--- src/rtl/formacao_inimigos.sv ---
// Enemy formation controller: block march, alive mask, bullet collision, score and end-of-game flags.
// The enemy-shot request/ack logic is built only when FORMACAO_TIRO_EN is defined.
module formacao_inimigos #(
  parameter int N_COLS       = 8,
  parameter int N_ROWS       = 3,
  parameter int LARG         = 30,
  parameter int ALT          = 20,
  parameter int ESP_X        = 40,
  parameter int ESP_Y        = 30,
  parameter int PASSO_X      = 4,
  parameter int PASSO_Y      = 10,
  parameter int XI           = 20,
  parameter int YI           = 40,
  parameter int X_MAX        = 639,
  parameter int Y_LIMITE     = 400,
  parameter int TICK_DIV     = 1_000_000,
  parameter int TIRO_PERIODO = 8,
  parameter int PONTOS_W     = 8
) (
  input  logic                       CLOCK_50,
  input  logic                       reset,
  input  logic                       pausa,
  input  logic                       reiniciarJogo,
  input  logic [9:0]                 bola_x,
  input  logic [9:0]                 bola_y,
  input  logic                       bola_ativa,
  output logic [9:0]                 x_base,
  output logic [9:0]                 y_base,
  output logic [N_COLS*N_ROWS-1:0]   vivos,
  output logic                       acerto,
  output logic [PONTOS_W-1:0]        pontos,
  output logic                       todos_mortos,
  output logic                       invadiu,
  output logic                       tiro_req,
  output logic [9:0]                 tiro_x,
  output logic [9:0]                 tiro_y,
  input  logic                       tiro_ack
);

  localparam int N     = N_COLS * N_ROWS;
  localparam int DIV_W = (TICK_DIV > 1) ? $clog2(TICK_DIV) : 1;

  localparam logic [DIV_W-1:0] DIV_FIM   = DIV_W'(TICK_DIV - 1);
  localparam logic [10:0]      EXT_DIR   = 11'((N_COLS - 1) * ESP_X + LARG - 1 + PASSO_X);
  localparam logic [10:0]      ALT_GRADE = 11'((N_ROWS - 1) * ESP_Y + ALT);

  typedef enum logic [1:0] {MARCHA, DESCE, VITORIA, INVASAO} estado_t;

  estado_t          estado, estado_nxt;
  logic             direita, dir_nxt;
  logic [9:0]       x_nxt, y_nxt;
  logic [N-1:0]     vivos_nxt;
  logic [N-1:0]     dentro;
  logic [DIV_W-1:0] div_cnt;
  logic             tick, ativo, hit;

  assign tick         = !pausa && (div_cnt == DIV_FIM);
  assign ativo        = (estado == MARCHA) || (estado == DESCE);
  assign todos_mortos = (estado == VITORIA);
  assign invadiu      = (estado == INVASAO);

  // Box test per enemy, 11-bit so the right/bottom edges never wrap.
  for (genvar r = 0; r < N_ROWS; r++) begin : g_linha
    for (genvar c = 0; c < N_COLS; c++) begin : g_coluna
      logic [10:0] ex, ey;
      assign ex = {1'b0, x_base} + 11'(c * ESP_X);
      assign ey = {1'b0, y_base} + 11'(r * ESP_Y);
      assign dentro[r*N_COLS+c] = ({1'b0, bola_x} >= ex) && ({1'b0, bola_x} < ex + 11'(LARG)) &&
                                  ({1'b0, bola_y} >= ey) && ({1'b0, bola_y} < ey + 11'(ALT));
    end
  end

  // Lowest alive index inside the box is the single kill of this cycle.
  always_comb begin
    // NOTE: every output of a combinational block gets a default first, so no latch is inferred.
    hit       = 1'b0;
    vivos_nxt = vivos;
    for (int i = 0; i < N; i++) begin
      if (!hit && ativo && bola_ativa && vivos[i] && dentro[i]) begin
        hit          = 1'b1;
        vivos_nxt[i] = 1'b0;
      end
    end
  end

  always_comb begin
    estado_nxt = estado;
    x_nxt      = x_base;
    y_nxt      = y_base;
    dir_nxt    = direita;
    case (estado)
      MARCHA: if (tick) begin
        if (direita) begin
          if ({1'b0, x_base} + EXT_DIR <= 11'(X_MAX)) x_nxt = x_base + 10'(PASSO_X);
          else                                        estado_nxt = DESCE;
        end else if (x_base >= 10'(PASSO_X)) begin
          x_nxt = x_base - 10'(PASSO_X);
        end else begin
          estado_nxt = DESCE;
        end
      end
      DESCE: if (tick) begin
        y_nxt      = y_base + 10'(PASSO_Y);
        dir_nxt    = !direita;
        estado_nxt = ({1'b0, y_base} + 11'(PASSO_Y) + ALT_GRADE >= 11'(Y_LIMITE)) ? INVASAO : MARCHA;
      end
      default: ;
    endcase
    // Victory wins over an invasion detected on the same edge.
    if (ativo && (vivos_nxt == '0)) estado_nxt = VITORIA;
  end

  always_ff @(posedge CLOCK_50 or posedge reset) begin
    // NOTE: sequential state is assigned with <= only, so every register sees pre-edge values.
    if (reset) begin
      estado  <= MARCHA;
      x_base  <= 10'(XI);
      y_base  <= 10'(YI);
      direita <= 1'b1;
      vivos   <= '1;
      acerto  <= 1'b0;
      pontos  <= '0;
      div_cnt <= '0;
    end else if (reiniciarJogo) begin
      estado  <= MARCHA;
      x_base  <= 10'(XI);
      y_base  <= 10'(YI);
      direita <= 1'b1;
      vivos   <= '1;
      acerto  <= 1'b0;
      pontos  <= '0;
      div_cnt <= '0;
    end else if (pausa) begin
      acerto  <= 1'b0;
    end else begin
      estado  <= estado_nxt;
      x_base  <= x_nxt;
      y_base  <= y_nxt;
      direita <= dir_nxt;
      vivos   <= vivos_nxt;
      acerto  <= hit;
      if (hit && (pontos != '1)) pontos <= pontos + 1'b1;
      div_cnt <= tick ? '0 : div_cnt + 1'b1;
    end
  end

`ifdef FORMACAO_TIRO_EN
  localparam int PER_W = (TIRO_PERIODO > 1) ? $clog2(TIRO_PERIODO) : 1;
  localparam int PTR_W = (N_COLS > 1) ? $clog2(N_COLS) : 1;
  localparam logic [PER_W-1:0] PER_FIM = PER_W'(TIRO_PERIODO - 1);
  localparam logic [PTR_W-1:0] PTR_FIM = PTR_W'(N_COLS - 1);

  logic [PER_W-1:0] per_cnt;
  logic [PTR_W-1:0] ptr;
  logic             col_viva, tentativa;
  logic [9:0]       alvo_x, alvo_y;

  assign tentativa = tick && ativo && (per_cnt == PER_FIM);

  // Shot origin uses the post-edge position and mask; the last matching row is the lowest on screen.
  always_comb begin
    col_viva = 1'b0;
    alvo_x   = '0;
    alvo_y   = '0;
    for (int c = 0; c < N_COLS; c++) begin
      for (int r = 0; r < N_ROWS; r++) begin
        if ((c == int'(ptr)) && vivos_nxt[r*N_COLS+c]) begin
          col_viva = 1'b1;
          alvo_x   = x_nxt + 10'(c * ESP_X + LARG / 2);
          alvo_y   = y_nxt + 10'(r * ESP_Y + ALT);
        end
      end
    end
  end

  always_ff @(posedge CLOCK_50 or posedge reset) begin
    if (reset) begin
      per_cnt  <= '0;
      ptr      <= '0;
      tiro_req <= 1'b0;
      tiro_x   <= '0;
      tiro_y   <= '0;
    end else if (reiniciarJogo) begin
      per_cnt  <= '0;
      ptr      <= '0;
      tiro_req <= 1'b0;
      tiro_x   <= '0;
      tiro_y   <= '0;
    end else if (!pausa) begin
      if (tick && ativo) per_cnt <= (per_cnt == PER_FIM) ? '0 : per_cnt + 1'b1;
      if (tiro_req) begin
        if (tiro_ack) tiro_req <= 1'b0;
      end else if (tentativa) begin
        ptr <= (ptr == PTR_FIM) ? '0 : ptr + 1'b1;
        if (col_viva) begin
          tiro_req <= 1'b1;
          tiro_x   <= alvo_x;
          tiro_y   <= alvo_y;
        end
      end
    end
  end
`else
  logic unused_ack;
  assign unused_ack = tiro_ack ^ (TIRO_PERIODO == 0);
  assign tiro_req   = 1'b0;
  assign tiro_x     = '0;
  assign tiro_y     = '0;
`endif

endmodule

--- config.mk ---
export PLATFORM = sky130hd
export DESIGN_NAME = formacao_inimigos
export DESIGN_NICKNAME = d
export VERILOG_FILES = /design/src/rtl/formacao_inimigos.sv
export SDC_FILE = /design/constraint.sdc
export NUM_CORES = 1
export LEC_CHECK = 0
export ABC_AREA = 1
export BUFFER_PORTS_ARGS = -buffer_cell sky130_fd_sc_hd__buf_4
export CAP_MARGIN = 30
export CORE_MARGIN = 3
export CORE_UTILIZATION = 54
export CTS_CLUSTER_DIAMETER = 120
export DETAILED_ROUTE_END_ITERATION = 12
export PLACE_DENSITY = 0.74
export SYNTH_ARGS = -nofsm -noshare
export SYNTH_HDL_FRONTEND = slang
export SYNTH_SLANG_ARGS = --single-unit
--- constraint.sdc ---
create_clock -name CLOCK_50 -period 7 [get_ports CLOCK_50]
set_input_delay 0.7 -clock CLOCK_50 [delete_from_list [all_inputs] [get_ports CLOCK_50]]
set_output_delay 0.7 -clock CLOCK_50 [all_outputs]
set_load 0.005 [all_outputs]
---- Word-level counts from Yosys, hierarchy flattened ----
Index checks and enable logic that the tools add are counted.
word-level totals
  flip-flop bits (word level) ............. 76
  latch bits .............................. 0
  memory bits (writable) .................. 0
  bits in read-only memories .............. 0
  input bits .............................. 26
  output and inout bits ................... 76
  memories kept ........................... 0
operators by class
  $add $sub $neg .......................... 28
  multiply operators ...................... 0
  div/mod/pow operators ................... 0
  $lt $le $gt $ge ......................... 25
  equality and inequality tests ........... 11
  shifts and indexed selects .............. 0
  multiplexer cells ....................... 83
  bitwise operators ....................... 0
  reductions and logical operators ........ 192
operators by type and width
  kind                                                              number
  logical AND 1 bit                                                 154
  less-than comparator 10 x 11 -> 1 bit                             11
  2-to-1 mux 10 bit                                                 11
  adder 11 x 5 -> 11 bit, second input constant                     9
  >= comparator 10 x 11 -> 1 bit                                    9
  2-to-1 mux 20 bit                                                 3
  2-to-1 mux 1 bit                                                  54
  2-to-1 mux 24 bit                                                 2
  adder 10 x 5 -> 11 bit, second input constant                     3
  adder 10 x 8 -> 11 bit, second input constant                     3
  logical NOT 1 bit                                                 25
  logical NOT 24 bit                                                1
  2-to-1 mux 8 bit                                                  3
  adder 10 x 6 -> 11 bit, second input constant                     2
  adder 10 x 7 -> 11 bit, second input constant                     2
  adder 10 x 9 -> 11 bit, second input constant                     2
  adder 20 x 1 -> 20 bit, second input constant                     1
  equality test 20 bit, second input constant                       1
  >= comparator 10 bit                                              2
  2-to-1 mux 2 bit                                                  9
  adder 10 x 4 -> 11 bit, second input constant                     1
  adder 11 x 7 -> 11 bit, second input constant                     1
  >= comparator 11 x 9 -> 1 bit, second input constant              1
  less-or-equal comparator 11 x 10 -> 1 bit, second input constant  1
  22 further kinds                                                  28

---- Depth between registers and ports, before layout ----
Gate-level depths: netlist (run 1).
  depth in word-level cells ............... 150
  mapped depth ............................ 50

---- Least setup slack after synthesis (run 1) ----
No wires, ideal clock.
  path type ............................... register to register
  start point ............................. register x_base[3]
  end point ............................... register pontos[0]
  setup time .............................. 0.117 ns
  arrival ................................. 4.687 ns
  setup slack ............................. 2.196 ns
  stages on the path, launching flop included .. 43
  cells stage by stage .................... dfrtp_1 > inv_1 > ha_1 > clkbuf_1 > or2_2 > nand2_1 > xor2_1 > ha_1 > nand2_1 > inv_1 > a21oi_1 > nand2_1 > nand2_1 > nand2_1 > nand2_1 > nand2_1 > a21oi_1 > nand2_1 > [... 7 more ...] > nand2_1 > nor2_2 > nor2_2 > nand4_2 > nor2_2 > nor2_2 > o21ai_1 > nor2_2 > nand4_2 > inv_1 > o21ai_2 > nand3b_2 > nand2_2 > nand2_2 > nand2_4 > buf_8 > nand2_2 > o21ai_2
between the ends
  word-level cells in the longest chain between the ends .. 148
  elaborated cells between the ends (all ways) .. 230
ends and longest elaborated chain
  what                                                                              RTL line  text
  start: declaration                                                                27        output logic [9:0] x_base,
  start signal: assignment                                                          117       x_base <= 10'(XI);
  start signal: assignment                                                          126       x_base <= 10'(XI);
  start signal: assignment                                                          137       x_base <= x_nxt;
  parallel branches: the longest is 144 deep, another holds adder 10 x 6 -> 11 bit  --
  2-to-1 mux 1 bit (*)                                                              79        if (!hit && ativo && bola_ativa && vivos[i] && dentro[i]) begin
  logical AND 1 bit (*)                                                             142       if (hit && (pontos != '1)) pontos <= pontos + 1'b1;
  nonzero test 2 bit (no line) (*)                                                  --
  AND reduction 2 bit (no line) (*)                                                 --
  end signal: assignment                                                            142
  end: declaration                                                                  31        output logic [PONTOS_W-1:0] pontos,
Every way passes the cells marked *.
A chain may end at the register's enable or synchronous reset.

---- Worst setup path in the final report (run 1) ----
  start point ............................. register x_base[3]
  end point ............................... register estado[1]
between the ends
  word-level cells in the longest chain between the ends .. 150
  elaborated cells between the ends (all ways) .. 264
ends and longest elaborated chain
  what                                                                              RTL line  text
  parallel branches: the longest is 150 deep, another holds adder 10 x 6 -> 11 bit  --
  end signal: assignment                                                            136       estado <= estado_nxt;
  end: declaration                                                                  49        estado_t estado, estado_nxt;
Several ways; the timed one is not identified. The select of a mux whose other input is x is not followed.

==> results.md, run 1 <==
* Status: completed
* # rows at 50
* Die Span Y at 147 um
* Hold Crit Class: in -> async
* CP peak stage delay at roughly 600 ps
* Total GRT Usage at 0.271
* Util after Layout at 0.613
* Worst slew pin tran at roughly 830 ps
* Antenna-violating nets left at 0
* Final hold vios at 0
* Synth warn at 0
* Ports at just over 100
* Reg2reg path depth at a little over 40
* Ranking of synthesized cells by area: ha_1 (21%), nand2_1 (12%), dfrtp_1 (10%)
* Most frequent CP cell: nand2_1
* CTS tree: yes
* Final setup TNS at 0 ps
* Clk Latency, worst-skew pair at approximately 350 ps
* Number of global-route vias before repair at just under 10,000
* Synth cell types at 59
* Cell count after synthesis at roughly 1,600
* Largest net degree at the start of global routing at between 70 and 80
* R2r endpoint: estado[1]
* Flops & latches, synth at 73
* Overall power at about 2.2 mW
* Pleak at just under 6 nW
* Fmax at ~0.16 GHz
* Worst Clk Skew at ~10 ps
* Pwr dens at ~190 mW/mm^2
* WL final at ~30,000 um
* Slew Limit Fails at 0
* Via count at 10,469
* DRC violations left at 0
* Tmin final at 6220 ps
* FF-to-FF setup slack at roughly 780 ps
* Ant diodes at 0
* 1st-iter DRT viols at roughly 860
* Nets at around 1,800
* FF-to-FF Start: x_base[3]
* Routed wire per std cell at between 15 and 20 um
* Mapped Area at roughly 0.011 sq mm
* Fin crit share at 0.888
* Clk root buf: clkbuf_16
* Initial Utilization at 0.561
* Critical path class: reg -> reg
* Antenna violations before repair at 0
* CP Launch Type: flop
* Avg Vias per Cell at 5.52
* Full die area at around 0.022 sq mm
* Async set-reset flop share out of synthesis at 1.00
* Worst EP arrival at ~6500 ps
* Final HPWL DP at 23,100 um
* Avg Inst Size Synth at 6.82 sq um
* Postcts setup bufs at 0
* Area of the core at around 0.019 sq mm
* Die X at roughly 150 um
* Clock buffer count from CTS at 9
* Initial DRT Pass Iterations at 5
* Overflow after GRT at 0
* Htree depth at 3
* I/O Buffers at 74
* Peak supply drop at 0.000160 V
* Slew margin rel. at 0.440
* CTS Sinks at 73
* Final Setup Violations at 0
* Layout area overhead at 9.31%
* Post-synth top area cell: ha_1
* RSZ-0062 raised after global routing: no
* Yosys top cell area share at 0.208
* Worst-path clk slew at ~70 ps
* EDFF count, synth at 0
* Routability congestion estimate from global placement at between 0.9 and 1
* First-pass GRT wire length at about 48,000 um
* CP required at 7290 ps
* Critical-path top delay cell: dfrtp_1
* # Max-Cap Violations at 0
* CTS Buffer Depth at 2
* Layout cell share with drive strength beyond 1 at 0.124
* Most used flip-flop cell after synthesis: dfrtp_1
* CP Capture Type: flop
* Sequential area share after synthesis at 0.174
* Worst-path maximum fanout at 13
* CTS Hold Buffers Added at 0
* PostCTS Resize Cnt at 0
==> report_power, final <==
part	internal [mW]	total, mW	switching [mW]
Clock	0.283	0.495	0.212
Sequential	0.444	0.495	0.0508
Combinational	0.456	1.24	0.789
==> per-stage QoR <==
| step | hold WS [ps] | cell area [sq um] | worst slack (ps) | instances |
|---|---|---|---|---|
| floorplan | 481 | 10800 | 2200 | 1592 |
| global placement | 496 | 11400 | 1080 | 1879 |
| detailed placement | 504 | 11400 | 963 | 1879 |
| CTS | 520 | 11700 | 956 | 1895 |
| global route | 384 | 11700 | 213 | 1896 |
| finish | 370 | 11700 | 782 | 1896 |
==> synth_stat cells, types with 2 or more instances <==
library cell	instances
nor2_1	155
a211oi_1	4
dfrtp_1	44
o31ai_1	3
nand2_2	13
o22ai_1	4
a221oi_1	4
o211ai_1	14
nor4_1	10
clkinv_1	6
inv_1	210
nand4_1	29
o41ai_1	3
nand3b_1	6
buf_2	5
nand2_1	340
o21ai_2	10
a21oi_2	6
inv_2	9
nand2_4	2
o21ai_1	12
xnor2_1	15
a21oi_1	93
buf_6	2
o21bai_1	2
o21ai_0	66
nor2_4	5
o21a_1	6
ha_1	178
xor2_2	4
nand4_2	4
nor3b_1	3
clkbuf_1	12
nor2_2	17
nand3_1	74
nor3_1	29
a21o_1	8
buf_4	28
xor2_1	74
nand3_2	3
dfstp_2	29
a21boi_0	5
a31oi_1	4
or2_2	4
==> final cells by class <==
type | instances | area [sq um]
well taps | 260 | 325
multi-input cells | 1245 | 7760
clock inverters | 7 | 87.6
flip-flops and latches | 73 | 1860
fillers | 1836 | 7380
repair buffers | 76 | 591
inverters | 226 | 850
clock buffers | 9 | 225
==> metal layers <==
| metal | part of all wire | GRT usage | up-vias |
|---|---|---|---|
| li1 | - | - | 5244 |
| met1 | 0.46 | 0.377 | 4874 |
| met2 | 0.46 | 0.456 | 318 |
| met3 | 0.063 | 0.0336 | 33 |
| met4 | 0.013 | 0.0494 | 0 |
| met5 | 0 | 0 | - |
==> logic make-up after synthesis <==
logic type,after synthesis,synth area share
adder cells (fa/ha/maj),178,0.208
AND/OR/NAND/NOR,699,0.290
flip-flops,73,0.174
buffers and inverters,274,0.109
AO/OA/AOI/OAI,250,0.138
other,1,0.000350
XOR/XNOR,94,0.0804
==> critical path, delay by kind of cell (launching register included) <==
family,cells,cell delay [ps]
flops,1,600
xor+xnor,1,150
fa+ha+maj,2,670
simple gates,28,2950
buf+inv,5,900
compound gates,5,860
==> state kept, by name, summed over array words and instances, names as in the netlist <==
| signal | count |
|---|---|
| vivos | 24 |
| div_cnt | 20 |
| y_base | 9 |
| pontos | 8 |
| x_base | 8 |
| estado | 2 |
| acerto | 1 |
| direita | 1 |
==> cells in the final DEF, fill, tap and decap left out, types with 4 or more instances in the layout <==
cell / netlist / layout
nand2_1: 340 / 340
inv_1: 210 / 209
ha_1: 178 / 178
nor2_1: 155 / 155
a21oi_1: 93 / 93
buf_4: 28 / 75
nand3_1: 74 / 74
xor2_1: 74 / 74
o21ai_0: 66 / 66
dfrtp_1: 44 / 44
nor3_1: 29 / 29
nand4_1: 29 / 29
dfstp_2: 29 / 29
conb_1: 1 / 24
nor2_2: 17 / 17
xnor2_1: 15 / 15
o211ai_1: 14 / 14
nand2_2: 13 / 13
o21ai_1: 12 / 12
inv_2: 9 / 10
o21ai_2: 10 / 10
nor4_1: 10 / 10
clkbuf_16: 0 / 9
a21o_1: 8 / 8
o21a_1: 6 / 6
a21oi_2: 6 / 6
nand3b_1: 6 / 6
clkinv_1: 6 / 6
nor2_4: 5 / 5
a21boi_0: 5 / 5
xor2_2: 4 / 4
or2_2: 4 / 4
a31oi_1: 4 / 4
a221oi_1: 4 / 4
nand4_2: 4 / 4
a211oi_1: 4 / 4
o22ai_1: 4 / 4
==> how the worst max path moves through the flow <==
| stage | endpoint | cells past startpoint | startpoint | slack (ps) |
|---|---|---|---|---|
| after floorplan | pontos[0] | 42 | x_base[3] | 2200 |
| after global placement | estado[1] | 41 | x_base[3] | 1080 |
| after detailed placement | estado[1] | 41 | x_base[3] | 960 |
| after CTS | estado[1] | 41 | x_base[3] | 960 |
| after global routing | estado[0] | 41 | x_base[3] | 210 |
| final | estado[1] | 41 | x_base[3] | 780 |
No activity file was read; power rests on OpenSTA's default activity.
==> run 2, diff against run 1 <==
--- a/config.mk
+++ b/config.mk
@@ -7,12 +7,14 @@
 export LEC_CHECK = 0
 export ABC_AREA = 1
 export BUFFER_PORTS_ARGS = -buffer_cell sky130_fd_sc_hd__buf_4
-export CAP_MARGIN = 30
+export CAP_MARGIN = 20
 export CORE_MARGIN = 3
 export CORE_UTILIZATION = 54
 export CTS_CLUSTER_DIAMETER = 120
 export DETAILED_ROUTE_END_ITERATION = 12
+export HOLD_SLACK_MARGIN = 0.08
 export PLACE_DENSITY = 0.74
+export REMOVE_ABC_BUFFERS = 1
 export SYNTH_ARGS = -nofsm -noshare
 export SYNTH_HDL_FRONTEND = slang
 export SYNTH_SLANG_ARGS = --single-unit
==> results.md, run 2 (synthesis gave the netlist of run 1 again) <==
* # Max-Cap Violations at 0 (unchanged)
* Worst Hold Path Cells at 2
* Hold Crit Class: reg -> reg
* Layout cell share with drive strength beyond 1 at 0.125 (+0.000459)
* Die Span Y at 147 um (unchanged)
* Ant diodes at 0 (unchanged)
* RSZ-0062 raised after global routing: no
* Final setup TNS at 0 ps (unchanged)
* Fin crit share at 0.866 (-0.0222)
* Clk Latency, worst-skew pair at 340 ps (about the same)
* Reg with most FFs: vivos
* First-pass GRT wire length at 48,400 um (+0.14%)
* Fin worst setup slack at 937 ps (+155 ps)
* Final hold vios at 0 (unchanged)
* I/O Buffers at 74 (unchanged)
* Reg2reg path depth at 42 (+2.4%)
* PostCTS Resize Cnt at 0 (unchanged)
* Final Setup Violations at 0 (unchanged)
* Pleak at 5.89 nW (about the same)
* Most frequent CP cell: nand2_1
* Via count at 10,510 (+0.39%)
* Initial Utilization at 0.561 (unchanged)
* Number of global-route vias before repair at 9,667 (-1.9%)
* 1st-iter DRT viols at 789 (-8.1%)
* Largest net degree at the start of global routing at 74 (unchanged)
* Tmin final at 6060 ps (-155 ps)
* Hold_ws at 518 ps (+149 ps)
* Status: completed
* Commonest non-fill, non-tap cell in the layout: nand2_1
* Critical-path top delay cell: ha_1
* Postcts setup bufs at 0 (unchanged)
* Total GRT Usage at 0.271 (about the same)
* Fmax at 0.165 GHz (+2.6%)
* Max FFs per register at 24 (unchanged)
* CTS tree: yes
* Worst-path maximum fanout at 13 (unchanged)
* Layout area overhead at 9.10%
* WL final at 29,500 um (+0.66%)
* Die X at 147 um (unchanged)
* Peak supply drop at 0.000130 V (-19%)
* Clk root buf: clkbuf_16
* Setup WS pre-CTS at 1100 ps (+141 ps)
* Nets at 1,837 (+0.11%)
* Final HPWL DP at 23,400 um (+1.2%)
* Largest registers: vivos (24), div_cnt (20), y_base (9)
* CP required at 7270 ps (-20 ps)
* CP peak stage delay at 370 ps (-230 ps)
* Slew margin rel. at 0.365 (-0.0749)
* Antenna-violating nets left at 0 (unchanged)
* Routed wire per std cell at 15.6 um (+0.55%)
* Overflow after GRT at 0 (unchanged)
* Pwr dens at 191 mW/mm^2 (-0.14%)
* Routability congestion estimate from global placement at 0.955 (-1.8%)
* Worst-path clk slew at 60 ps (about the same)
* Antenna violations before repair at 0 (unchanged)
* Clock buffer count from CTS at 9 (unchanged)
* Full die area at 0.0216 sq mm (unchanged)
* CTS Hold Buffers Added at 0 (unchanged)
* CTS Buffer Depth at 2 (unchanged)
* CP Capture Type: flop
* DRC violations left at 0 (unchanged)
* CP Launch Type: flop
* Initial DRT Pass Iterations at 5 (unchanged)
* Critical path class: reg -> reg
* Ports at 102 (unchanged)
* Area of the core at 0.0191 sq mm (unchanged)
* Avg Vias per Cell at 5.54 (+0.29%)
* Worst slew pin tran at 952 ps (+118 ps)
* Most frequent cells in the layout: nand2_1 (340), inv_1 (209), ha_1 (178)
* Worst Clk Skew at 10.2 ps (-0.227 ps)
* # fillers at 1,804 (-1.7%)
* CTS Sinks at 73 (unchanged)
* Slew Limit Fails at 0 (unchanged)
* Htree depth at 3 (unchanged)
* # rows at 50 (unchanged)
* Worst EP arrival at 6340 ps (-160 ps)
[run 2: cell types whose count changed in the layout (fill, tap and decap cells not counted), moves of 2 or more]
cell        delta
buf_4          +3
clkinv_2       +2
clkinv_4       +2
clkinvlp_4     -2
inv_6          -2
[run 2: worst paths after layout]
path	startpoint	to	slack, ps
worst min-delay path	vivos[10]	vivos[10]	520
worst max-delay path	x_base[3]	estado[1]	940
min in group asynchronous	reset	div_cnt[12]	660
max in group asynchronous	reset	y_base[8]	5730
worst min register to register	vivos[10]	vivos[10]	520
worst max register to register	x_base[3]	estado[1]	940
[run 2: worst max-delay path: cells and delay by family, from the launching register on]
| kind | cells | cell delay [ps] |
|---|---|---|
| AND/OR/NAND/NOR | 28 | 2960 |
| buffers and inverters | 6 | 980 |
| AO/OA/AOI/OAI | 5 | 900 |
| adder cells (fa/ha/maj) | 2 | 670 |
| flip-flops | 1 | 350 |
| XOR/XNOR | 1 | 150 |
[run 2: final cells by class]
class                   count  area (sq um)  area share
clock inverters             6          66.3     0.00568
flip-flops and latches     73          1860       0.159
well taps                 260           325      0.0278
clock buffers              10           229      0.0196
inverters                 226           850      0.0727
multi-input cells        1245          7760       0.665
repair buffers             78           586      0.0501
[run 2: where the power goes]
part	leakage, nW	total [mW]	internal [mW]	switching [mW]
Combinational	4.83	1.29	0.463	0.826
Sequential	0.912	0.474	0.444	0.0296
Clock	0.147	0.465	0.277	0.187
[run 2: metal layers]
layer | GRT usage | share of wire | vias up
met4 | 0.0593 | 0.015 | 0
met1 | 0.394 | 0.47 | 4899
met2 | 0.432 | 0.45 | 330
met5 | 0 | 0 | -
li1 | - | - | 5252
met3 | 0.0327 | 0.064 | 29
[run 2: through the flow]
stage / instance area (sq um) / power [mW] / util / std cells
floorplan: 10500 / 1.39 / - / 1544
detailed placement: 11400 / 1.75 / 0.597 / 1882
CTS: 11700 / 2.22 / 0.612 / 1898
finish: 11700 / 2.23 / 0.612 / 1898
global route: 11700 / 2.44 / 0.612 / 1898
global placement: 11400 / 1.71 / 0.597 / 1882
